$ cat src/rtl/hbm_rd_arb_pkg.sv
// Shared types, tag constants and width helpers for the HBM read-address arbiter.
package hbm_rd_arb_pkg;

  localparam int unsigned ArAddrW = 33;
  localparam int unsigned ArIdW   = 6;
  localparam int unsigned ArLenW  = 4;

  // Requester tags carried in the low ARID bits.
  localparam int unsigned MEM_RD_A_TAG = 1;
  localparam int unsigned MEM_RD_B_TAG = 2;

  function automatic int unsigned sel_w(input int unsigned num_req);
    return (num_req > 1) ? $clog2(num_req) : 1;
  endfunction

  function automatic int unsigned uid_w(input int unsigned id_width, input int unsigned num_req);
    return id_width - sel_w(num_req);
  endfunction

  typedef struct packed {
    logic [ArAddrW-1:0] addr;
    logic [ArIdW-1:0]   id;
    logic [ArLenW-1:0]  len;
  } ar_req_t;

endpackage

$ cat src/rtl/hbm_rd_arb_if.sv
// Bundles the requester AR channels, downstream AR channel and R-channel taps of the arbiter.
interface hbm_rd_arb_if
  import hbm_rd_arb_pkg::*;
#(
  parameter int unsigned NUM_REQ    = 4,
  parameter int unsigned ADDR_WIDTH = 33,
  parameter int unsigned ID_WIDTH   = 6
) ();

  localparam int unsigned UidW = uid_w(ID_WIDTH, NUM_REQ);

  logic [NUM_REQ-1:0]            s_axi_ARVALID;
  logic [NUM_REQ-1:0]            s_axi_ARREADY;
  logic [NUM_REQ*ADDR_WIDTH-1:0] s_axi_ARADDR;
  logic [NUM_REQ*UidW-1:0]       s_axi_ARID;
  logic [NUM_REQ*4-1:0]          s_axi_ARLEN;

  logic                          m_axi_ARVALID;
  logic                          m_axi_ARREADY;
  logic [ADDR_WIDTH-1:0]         m_axi_ARADDR;
  logic [ID_WIDTH-1:0]           m_axi_ARID;
  logic [3:0]                    m_axi_ARLEN;

  logic                          m_axi_RVALID;
  logic                          m_axi_RREADY;
  logic                          m_axi_RLAST;
  logic [ID_WIDTH-1:0]           m_axi_RID;

  // Arbiter side.
  modport master (
    input  s_axi_ARVALID, s_axi_ARADDR, s_axi_ARID, s_axi_ARLEN,
    output s_axi_ARREADY,
    output m_axi_ARVALID, m_axi_ARADDR, m_axi_ARID, m_axi_ARLEN,
    input  m_axi_ARREADY,
    input  m_axi_RVALID, m_axi_RREADY, m_axi_RLAST, m_axi_RID
  );

  // Requesters plus HBM controller side.
  modport slave (
    output s_axi_ARVALID, s_axi_ARADDR, s_axi_ARID, s_axi_ARLEN,
    input  s_axi_ARREADY,
    input  m_axi_ARVALID, m_axi_ARADDR, m_axi_ARID, m_axi_ARLEN,
    output m_axi_ARREADY,
    output m_axi_RVALID, m_axi_RREADY, m_axi_RLAST, m_axi_RID
  );

endinterface

$ cat src/rtl/hbm_rd_arbiter_rr_pick.sv
// Combinational round-robin priority encoder: first set request at or above ptr, with wrap.
module rr_pick
  import hbm_rd_arb_pkg::*;
#(
  parameter int unsigned NUM_REQ = 4,
  localparam int unsigned SelW   = sel_w(NUM_REQ)
) (
  input  logic [NUM_REQ-1:0] req,
  input  logic [SelW-1:0]    ptr,
  output logic [SelW-1:0]    grant_idx,
  output logic               any_grant
);

  logic [SelW-1:0] idx;

  // Scan farthest-first so the closest hit to ptr overwrites the result last.
  always_comb begin
    grant_idx = '0;
    any_grant = 1'b0;
    idx       = '0;
    for (int k = NUM_REQ - 1; k >= 0; k--) begin
      idx = ptr + SelW'(k);
      if (req[idx]) begin
        grant_idx = idx;
        any_grant = 1'b1;
      end
    end
  end

endmodule

$ cat src/rtl/hbm_rd_arbiter.sv
// Round-robin AR arbiter for one HBM pseudo-channel with per-requester credit limiting.
// Optional grant statistics are built when HBM_RD_ARB_STATS_EN is defined.
module hbm_rd_arbiter
  import hbm_rd_arb_pkg::*;
#(
  parameter int unsigned NUM_REQ         = 4,
  parameter int unsigned ADDR_WIDTH      = ArAddrW,
  parameter int unsigned ID_WIDTH        = ArIdW,
  parameter int unsigned MAX_OUTSTANDING = 16
) (
  input  logic                   hbm_clk,
  input  logic                   hbm_rst,
  hbm_rd_arb_if.master           ar,
  input  logic                   stats_clr,
  output logic                   credit_err,
  output logic [NUM_REQ*32-1:0]  grant_cnt
);

  localparam int unsigned SelW = sel_w(NUM_REQ);
  localparam int unsigned UidW = uid_w(ID_WIDTH, NUM_REQ);
  localparam int unsigned CntW = $clog2(MAX_OUTSTANDING + 1);

  // The output register uses the package struct, so widths must agree with it.
  if (ADDR_WIDTH != ArAddrW || ID_WIDTH != ArIdW) begin : g_width_check
    $error("hbm_rd_arbiter: ADDR_WIDTH/ID_WIDTH must match ar_req_t");
  end

  logic [SelW-1:0]    rr_ptr_q, rr_ptr_d;
  logic [CntW-1:0]    out_cnt_q [NUM_REQ];
  logic [CntW-1:0]    out_cnt_d [NUM_REQ];
  logic               out_vld_q, out_vld_d;
  ar_req_t            out_q, out_d, sel_req;
  logic               err_q, err_d;

  logic [NUM_REQ-1:0] eligible;
  logic [NUM_REQ-1:0] cnt_inc, cnt_dec;
  logic [SelW-1:0]    gnt_idx;
  logic               any_elig;
  logic               stage_open;
  logic               grant;
  logic               r_fire;
  logic [SelW-1:0]    r_sel;

  always_comb begin
    eligible = '0;
    for (int i = 0; i < NUM_REQ; i++) begin
      eligible[i] = ar.s_axi_ARVALID[i] && (out_cnt_q[i] < CntW'(MAX_OUTSTANDING));
    end
  end

  rr_pick #(
    .NUM_REQ (NUM_REQ)
  ) u_rr_pick (
    .req       (eligible),
    .ptr       (rr_ptr_q),
    .grant_idx (gnt_idx),
    .any_grant (any_elig)
  );

  assign stage_open = ~out_vld_q | ar.m_axi_ARREADY;
  // No accepts while reset is held, so requesters never lose a burst to reset.
  assign grant      = stage_open & any_elig & ~hbm_rst;

  assign r_fire = ar.m_axi_RVALID & ar.m_axi_RREADY & ar.m_axi_RLAST;
  assign r_sel  = ar.m_axi_RID[ID_WIDTH-1 -: SelW];

  logic unused_rid_low;
  assign unused_rid_low = ^ar.m_axi_RID[UidW-1:0];

  always_comb begin
    sel_req      = '0;
    sel_req.addr = ar.s_axi_ARADDR[gnt_idx*ADDR_WIDTH +: ADDR_WIDTH];
    sel_req.id   = {gnt_idx, ar.s_axi_ARID[gnt_idx*UidW +: UidW]};
    sel_req.len  = ar.s_axi_ARLEN[gnt_idx*4 +: 4];
  end

  always_comb begin
    ar.s_axi_ARREADY = '0;
    if (grant) begin
      ar.s_axi_ARREADY[gnt_idx] = 1'b1;
    end
  end

  always_comb begin
    cnt_inc = '0;
    cnt_dec = '0;
    for (int i = 0; i < NUM_REQ; i++) begin
      cnt_inc[i] = grant && (gnt_idx == SelW'(i));
      cnt_dec[i] = r_fire && (r_sel == SelW'(i));
    end
  end

  always_comb begin
    out_vld_d = out_vld_q;
    out_d     = out_q;
    rr_ptr_d  = rr_ptr_q;
    err_d     = err_q;
    for (int i = 0; i < NUM_REQ; i++) begin
      out_cnt_d[i] = out_cnt_q[i];
    end

    if (stage_open) begin
      out_vld_d = grant;
      if (grant) begin
        out_d    = sel_req;
        rr_ptr_d = gnt_idx + 1'b1;
      end
    end

    // Simultaneous take and release cancel out.
    for (int i = 0; i < NUM_REQ; i++) begin
      if (cnt_inc[i] && !cnt_dec[i]) begin
        out_cnt_d[i] = out_cnt_q[i] + 1'b1;
      end else if (cnt_dec[i] && !cnt_inc[i]) begin
        if (out_cnt_q[i] == '0) begin
          err_d = 1'b1;
        end else begin
          out_cnt_d[i] = out_cnt_q[i] - 1'b1;
        end
      end
    end
  end

  always_ff @(posedge hbm_clk) begin
    if (hbm_rst) begin
      out_vld_q <= 1'b0;
      out_q     <= '0;
      rr_ptr_q  <= '0;
      err_q     <= 1'b0;
      for (int i = 0; i < NUM_REQ; i++) begin
        out_cnt_q[i] <= '0;
      end
    end else begin
      out_vld_q <= out_vld_d;
      out_q     <= out_d;
      rr_ptr_q  <= rr_ptr_d;
      err_q     <= err_d;
      for (int i = 0; i < NUM_REQ; i++) begin
        out_cnt_q[i] <= out_cnt_d[i];
      end
    end
  end

  assign ar.m_axi_ARVALID = out_vld_q;
  assign ar.m_axi_ARADDR  = out_q.addr;
  assign ar.m_axi_ARID    = out_q.id;
  assign ar.m_axi_ARLEN   = out_q.len;
  assign credit_err       = err_q;

`ifdef HBM_RD_ARB_STATS_EN
  logic [31:0] grant_cnt_q [NUM_REQ];

  // A clear in the same cycle as a grant drops that grant from the count.
  always_ff @(posedge hbm_clk) begin
    if (hbm_rst || stats_clr) begin
      for (int i = 0; i < NUM_REQ; i++) begin
        grant_cnt_q[i] <= '0;
      end
    end else if (grant) begin
      grant_cnt_q[gnt_idx] <= grant_cnt_q[gnt_idx] + 32'd1;
    end
  end

  always_comb begin
    grant_cnt = '0;
    for (int i = 0; i < NUM_REQ; i++) begin
      grant_cnt[i*32 +: 32] = grant_cnt_q[i];
    end
  end
`else
  logic unused_stats_clr;
  assign unused_stats_clr = stats_clr;
  assign grant_cnt        = '0;
`endif

endmodule

$ cat src/flat_wrapper.sv
// flat-port wrapper written by rule: the top's interface ports become plain ports
module hbm_rd_arbiter_flat import hbm_rd_arb_pkg::*;
#(
  parameter int unsigned NUM_REQ         = 4,
  parameter int unsigned ADDR_WIDTH      = ArAddrW,
  parameter int unsigned ID_WIDTH        = ArIdW,
  parameter int unsigned MAX_OUTSTANDING = 16
)
  (hbm_clk, hbm_rst, stats_clr, credit_err, grant_cnt, ar_s_axi_ARVALID, ar_s_axi_ARADDR, ar_s_axi_ARID, ar_s_axi_ARLEN, ar_s_axi_ARREADY, ar_m_axi_ARVALID, ar_m_axi_ARADDR, ar_m_axi_ARID, ar_m_axi_ARLEN, ar_m_axi_ARREADY, ar_m_axi_RVALID, ar_m_axi_RREADY, ar_m_axi_RLAST, ar_m_axi_RID);
  hbm_rd_arb_if #(.NUM_REQ(NUM_REQ), .ADDR_WIDTH(ADDR_WIDTH), .ID_WIDTH(ID_WIDTH)) ar_i ();
  input  logic hbm_clk;
  input  logic hbm_rst;
  input  logic stats_clr;
  output logic credit_err;
  output logic [NUM_REQ*32-1:0] grant_cnt;
  input wire logic [$bits(ar_i.s_axi_ARVALID)-1:0] ar_s_axi_ARVALID;
  input wire logic [$bits(ar_i.s_axi_ARADDR)-1:0] ar_s_axi_ARADDR;
  input wire logic [$bits(ar_i.s_axi_ARID)-1:0] ar_s_axi_ARID;
  input wire logic [$bits(ar_i.s_axi_ARLEN)-1:0] ar_s_axi_ARLEN;
  output wire logic [$bits(ar_i.s_axi_ARREADY)-1:0] ar_s_axi_ARREADY;
  output wire logic [$bits(ar_i.m_axi_ARVALID)-1:0] ar_m_axi_ARVALID;
  output wire logic [$bits(ar_i.m_axi_ARADDR)-1:0] ar_m_axi_ARADDR;
  output wire logic [$bits(ar_i.m_axi_ARID)-1:0] ar_m_axi_ARID;
  output wire logic [$bits(ar_i.m_axi_ARLEN)-1:0] ar_m_axi_ARLEN;
  input wire logic [$bits(ar_i.m_axi_ARREADY)-1:0] ar_m_axi_ARREADY;
  input wire logic [$bits(ar_i.m_axi_RVALID)-1:0] ar_m_axi_RVALID;
  input wire logic [$bits(ar_i.m_axi_RREADY)-1:0] ar_m_axi_RREADY;
  input wire logic [$bits(ar_i.m_axi_RLAST)-1:0] ar_m_axi_RLAST;
  input wire logic [$bits(ar_i.m_axi_RID)-1:0] ar_m_axi_RID;
  assign ar_i.s_axi_ARVALID = ar_s_axi_ARVALID;
  assign ar_i.s_axi_ARADDR = ar_s_axi_ARADDR;
  assign ar_i.s_axi_ARID = ar_s_axi_ARID;
  assign ar_i.s_axi_ARLEN = ar_s_axi_ARLEN;
  assign ar_s_axi_ARREADY = ar_i.s_axi_ARREADY;
  assign ar_m_axi_ARVALID = ar_i.m_axi_ARVALID;
  assign ar_m_axi_ARADDR = ar_i.m_axi_ARADDR;
  assign ar_m_axi_ARID = ar_i.m_axi_ARID;
  assign ar_m_axi_ARLEN = ar_i.m_axi_ARLEN;
  assign ar_i.m_axi_ARREADY = ar_m_axi_ARREADY;
  assign ar_i.m_axi_RVALID = ar_m_axi_RVALID;
  assign ar_i.m_axi_RREADY = ar_m_axi_RREADY;
  assign ar_i.m_axi_RLAST = ar_m_axi_RLAST;
  assign ar_i.m_axi_RID = ar_m_axi_RID;
  hbm_rd_arbiter #(.NUM_REQ(NUM_REQ), .ADDR_WIDTH(ADDR_WIDTH), .ID_WIDTH(ID_WIDTH), .MAX_OUTSTANDING(MAX_OUTSTANDING)) u_core (.hbm_clk(hbm_clk), .hbm_rst(hbm_rst), .ar(ar_i), .stats_clr(stats_clr), .credit_err(credit_err), .grant_cnt(grant_cnt));
endmodule
$ cat config.mk
export PLATFORM = sky130hd
export DESIGN_NAME = hbm_rd_arbiter_flat
export DESIGN_NICKNAME = d
export VERILOG_FILES = /design/src/rtl/hbm_rd_arb_pkg.sv /design/src/rtl/hbm_rd_arb_if.sv /design/src/rtl/hbm_rd_arbiter_rr_pick.sv /design/src/rtl/hbm_rd_arbiter.sv /design/src/flat_wrapper.sv
export SDC_FILE = /design/constraint.sdc
export NUM_CORES = 1
export LEC_CHECK = 0
export BUFFER_PORTS_ARGS = -buffer_cell sky130_fd_sc_hd__buf_2
export CAP_MARGIN = 20
export CORE_UTILIZATION = 25
export CTS_BUF_LIST = sky130_fd_sc_hd__clkbuf_4 sky130_fd_sc_hd__clkbuf_8
export DETAILED_ROUTE_END_ITERATION = 8
export HOLD_SLACK_MARGIN = 0.1
export PLACE_DENSITY = 0.49
export SLEW_MARGIN = 20
export SYNTH_ARGS = -nofsm -noshare
export SYNTH_HDL_FRONTEND = slang
export SYNTH_SLANG_ARGS = --single-unit
$ cat constraint.sdc
create_clock -name hbm_clk -period 4.55 [get_ports hbm_clk]
set_input_delay 0.91 -clock hbm_clk [delete_from_list [all_inputs] [get_ports hbm_clk]]
set_output_delay 0.91 -clock hbm_clk [all_outputs]
set_load 0.02 [all_outputs]
== After elaboration in Yosys (flattened, before gate mapping) ==
Memory sizes are Yosys's and may differ from the RTL's.
Cells that the tools add are included.

* Add/subtract/negate cells: 12
* Multipliers: 1
* Magnitude comparators: 10
* Equal/unequal tests: 6
* Shift operators: 3
* Muxes and demuxes: 50
* Bitwise logic cells: 11
* Reduce and logical (&&, ||, !) cells: 36

{| class="wikitable"
|+ Operators with widths
! operator !! number
|-
| variable part select 132 x 9 -> 33 bit || 1
|-
| 2-to-1 mux 5 bit || 16
|-
| variable part select 16 x 5 -> 4 bit || 2
|-
| 2-to-1 mux 1 bit || 24
|-
| logical AND 1 bit || 21
|-
| adder 5 x 1 -> 5 bit (second input constant) || 4
|-
| zero test 5 bit || 4
|-
| less-than comparator 5 bit (second input constant) || 4
|-
| subtractor 5 x 1 -> 5 bit (second input constant) || 4
|-
| less-than comparator 2 x 3 -> 1 bit (second input constant) || 5
|-
| binary-select mux 1 bit (select 2 bit) || 4
|-
| equality test 2 bit (second input constant) || 4
|-
| zero test 1 bit || 8
|-
| multiplier 2 x 6 -> 8 bit (second input constant) || 1
|-
| 2-to-1 mux 2 bit || 4
|-
| OR 1 bit || 5
|-
| adder 2 x 1 -> 2 bit (second input constant) || 2
|-
| adder 2 bit (second input constant) || 2
|-
| bitwise AND 1 bit || 4
|-
| equality test 2 x 1 -> 1 bit (second input constant) || 2
|-
| zero test 2 bit || 2
|-
| 2-to-1 mux 4 bit || 1
|-
| demux 1 bit (select 2 bit) || 1
|-
| greater-or-equal comparator 2 x 1 -> 1 bit (second input constant) || 1
|-
| 2 further kinds || 3
|}

* Bits in registers: 47
* RAM bits: 20
* Input bits: 181
* Output and inout port bits: 177
* Memories: 1

{| class="wikitable"
|+ Memory list
! memory !! words !! bits a word !! read ports !! clocked after Yosys merged registers in !! write ports !! line !! RTL
|-
| u_core.out_cnt_q || 4 || 5 || 4 || 0 || 4 || hbm_rd_arbiter.sv:29 || <nowiki>logic [CntW-1:0] out_cnt_q [NUM_REQ];</nowiki>
|}

== Longest topological paths before layout ==
An unclocked memory read counts as a cell.

* Word-level depth: 25
* Gate-level depth with buffers: 18
* Mapped depth without buffers: 16

== Hierarchy ==
Synthesis repeated with hierarchy kept, for this count alone.

* Cells, all modules: 499
* Area total of the unflattened synthesis: 5,116.2 um^2

{| class="wikitable"
|+ By module, submodules not included
! module !! instances !! cells an instance !! area an instance (um^2) !! sequential area each (um^2)
|-
| hbm_rd_arbiter || 1 || 486 || 5,038.6 || 1,341.3
|-
| rr_pick || 1 || 13 || 77.6 || 0.0
|}

== Worst setup path after synthesis ==
OpenSTA, ideal clock, no wires.

* Kind: input -> register
* From: input ar_s_axi_ARVALID[0]
* To: memory u_core.out_cnt_q[0][4] in the netlist's numbering
* Data arrival time: 3,628 ps
* Data required time: 4,422 ps
* Path slack: 795 ps
* Stages: 16
* Buffers on the path: 2
* Path through: or4b_4 -> nand4_2 -> buf_4 -> buf_2 -> ha_1 -> nand2_1 -> inv_1 -> ha_1 -> inv_1 -> fa_1 -> a21o_1 -> a21oi_1 -> xnor2_1 -> nand2_1 -> xor2_1 -> nor2_1

{| class="wikitable"
|+ RTL lines
! item !! line !! RTL
|-
| start, declared || flat_wrapper.sv:16 || <nowiki>input wire logic [$bits(ar_i.s_axi_ARVALID)-1:0] ar_s_axi_ARVALID;</nowiki>
|-
| end, declared || hbm_rd_arbiter.sv:29 ||
|}

==> results.json <==
{
  "outcome": "finished, final reports clean",
  "ys.warnings.count": 0,
  "crit_type": "primary input to flop",
  "dieArea_um2": 24100,
  "stdcell_count": 1223,
  "syn_area_um2": 5860,
  "row_count": 55,
  "cts.path.max_buffers": 2,
  "gp_congestion": 0.727,
  "hold_violations": 0,
  "initial_core_util_pct": 25.7,
  "synth_top_cell_by_area": "dfxtp_1",
  "antenna_cells": 0,
  "synth_cell_type_count": 44,
  "arrival_ps": 3780,
  "syn_avg_cell_area_um2": 8.37,
  "synth_edf_count": 0,
  "max-cap-violations": 0,
  "postPlaceCellArea_um2": 6760,
  "nFillCells": 2563,
  "clkPwrFrac_pct": 20.3,
  "grt_usage_pct": 13.9,
  "tightestPinTransition_ps": 1020,
  "die_h_um": 155,
  "nets": 1116,
  "fin_area_um2": 6930,
  "fin_crit_sh_pct": 78.1,
  "postRouteWirelength_mm": 17.2,
  "chipWidth_um": 155,
  "drive_gt1_share_pct": 32.5,
  "p_sw_w": 0.000982,
  "syn_inst": 700,
  "grt_pass1_vias": 4814,
  "p_comb_share_pct": 47.7,
  "drtIter0Drc": 111,
  "first_pass_iters": 4,
  "antenna_found_initial": 2,
  "yosysMostFrequentCell": "buf_4",
  "switching_share_pct": 42.0,
  "startpoint_type": "primary input",
  "synth_seq_cells": 67,
  "cp_max_fo": 7,
  "cts_buffers": 9,
  "route.detailed.drc": 0,
  "grt_pass1_wl_mm": 25.9,
  "slew_headroom_pct": 31.8,
  "area_growth_pct": 18.3,
  "grt_max_degree": 47,
  "wl_per_cell_um": 14.1,
  "tritoncts": "done",
  "endpoint_kind": "flop",
  "ant_nets": 0,
  "post-cts-setup-buffers": 0,
  "cts-root-buf": "clkbuf_8",
  "viasPerCell": 4.20,
  "setup_tns_ps": 0,
  "synthArstFlopShare_pct": 0,
  "cts.sinks": 67,
  "power_leakage_nw": 3.34,
  "p_seq_share_pct": 32.0,
  "crit_required_ps": 4780,
  "ios": 358,
  "dp_hpwl_mm": 12.8,
  "place_ws_ps": 612,
  "clk_pin_slew_worst_paths_ps": 80,
  "ir_worst_vdd_uv": 131,
  "intPower_w": 0.00136,
  "coreArea_um2": 22800,
  "maxSlewViolCount": 0,
  "overflow": 0,
  "max_freq_mhz": 281,
  "hold_buffers": 0,
  "setup_viol": 0,
  "yosys-top-cells-area": "dfxtp_1, buf_4, o211ai_1, mux2i_1, nand2_1",
  "setup_ws_ps": 997,
  "ys_seq_area_share_pct": 22.9,
  "dp.cells": 1209,
  "port_buffers": 224,
  "hp-class": "flop to flop",
  "use_met1_pct": 16.4,
  "rsz0062_at_grt": "false",
  "synthDominantCellAreaShare_pct": 22.9,
  "cts_resized": 0,
  "layout_min_cycle_time_ps": 3550,
  "met3_usage_pct": 4.15,
  "met2_usage_pct": 24.5,
  "clk_latency_ps": 370,
  "htreeDepth": 3,
  "busiest_layer": "met2",
  "power_density_nw_per_um2": 337,
  "finClkSkew_ps": 14.5,
  "holdWs_ps": 465,
  "vias": 5138,
  "synth_common_cells": "buf_4, nand2_1, o211ai_1, dfxtp_1, mux2i_1",
  "synth_ff_type": "dfxtp_1"
}
==> layout make-up <==
type	count	area [µm²]	area share [%]
clock buffer	12	159	2.29
clock inverter	2	12.5	0.180
inverter	15	56.3	0.812
multi-input combinational	581	3780	54.6
sequential	67	1340	19.3
tap	313	392	5.65
timing repair buffer	233	1190	17.1
==> flip-flops by register name (all words and copies together) (netlist names) <==
register,cells
u_core.ar.m_axi_ARADDR,33
u_core.rr_ptr_q,2
u_core.ar.m_axi_ARVALID,1
u_core.credit_err,1
u_core.ar.m_axi_ARLEN,4
u_core.out_cnt_q,20
u_core.ar.m_axi_ARID,6
==> critical path, cell delays in order <==
cell and delay [ps]:
buf_2 120, nor2b_1 150, a21o_1 210, a211oi_4 420, inv_1 170, ha_1 230, nand2_1 80, inv_1 60
ha_1 200, inv_1 170, ha_1 300, a21o_1 200, a21oi_1 170, xnor2_1 130, nand2_1 80, xor2_1 140
nor2_1 50
==> final timing paths <==
| kind | startpoint | end | slack, ps | cells after the start |
|---|---|---|---|---|
| setup reg to reg | u_core.out_cnt_q[1][4] | u_core.out_cnt_q[2][4] | 1200 | 16 |
| hold reg to reg | u_core.ar.m_axi_ARADDR[14] | u_core.ar.m_axi_ARADDR[14] | 470 | 2 |
| hold / removal | u_core.ar.m_axi_ARADDR[14] | u_core.ar.m_axi_ARADDR[14] | 470 | 2 |
| setup / recovery | ar_s_axi_ARVALID[0] | u_core.out_cnt_q[2][4] | 1000 | 17 |
==> cell families (layout without fill, tap and decap cells) <==
| family | Yosys count | after routing | synth area share (%) |
|---|---|---|---|
| AND/OR/NAND/NOR | 203 | 203 | 16.3 |
| XOR/XNOR | 18 | 18 | 2.69 |
| other | 1 | 128 | 0.0640 |
| adder cells (fa/ha/maj) | 28 | 28 | 6.49 |
| flip-flops | 67 | 67 | 22.9 |
| AO/OA/AOI/OAI | 117 | 117 | 14.9 |
| multiplexers | 87 | 87 | 15.6 |
| buffers and inverters | 179 | 262 | 21.1 |
==> power groups by stage <==
stage          clock network [W]  logic (W)  registers [W]
2_1_floorplan                  0   0.000812       0.000859
3_5_place_dp                   0    0.00113       0.000762
3_3_place_gp                   0    0.00113       0.000760
5_1_grt                 0.000528    0.00123       0.000762
4_1_cts                 0.000508    0.00114       0.000750
6_report                0.000474    0.00112       0.000748
==> layout by cell type (no fill, tap or decap), drive strengths merged, types with 4 or more instances in the layout <==
| cell type | instances |
|---|---|
| a211oi | 5 |
| a21o | 9 |
| a21oi | 18 |
| buf | 233 |
| clkbuf | 12 |
| conb | 128 |
| dfxtp | 67 |
| fa | 4 |
| ha | 24 |
| inv | 15 |
| mux2 | 37 |
| mux2i | 50 |
| nand2 | 109 |
| nand2b | 5 |
| nor2 | 26 |
| nor2b | 5 |
| nor3 | 6 |
| o211ai | 74 |
| o221ai | 4 |
| or2 | 37 |
| or4 | 4 |
| xnor2 | 14 |
| xor2 | 4 |
==> through the flow <==
step                total power, W  utilization [%]
floorplan                  0.00167                -
global placement           0.00189             29.6
detailed placement         0.00190             29.6
CTS                        0.00239             30.3
global route               0.00252             30.3
finish                     0.00234             30.3
==> layer usage <==
metal | routed length [µm] | share of wire, %
met4 | 170 | 0.99
met5 | 21 | 0.12
met2 | 8340 | 48
met3 | 1340 | 7.8
met1 | 7360 | 43
Note: power is estimated with default switching activity, not from simulation.
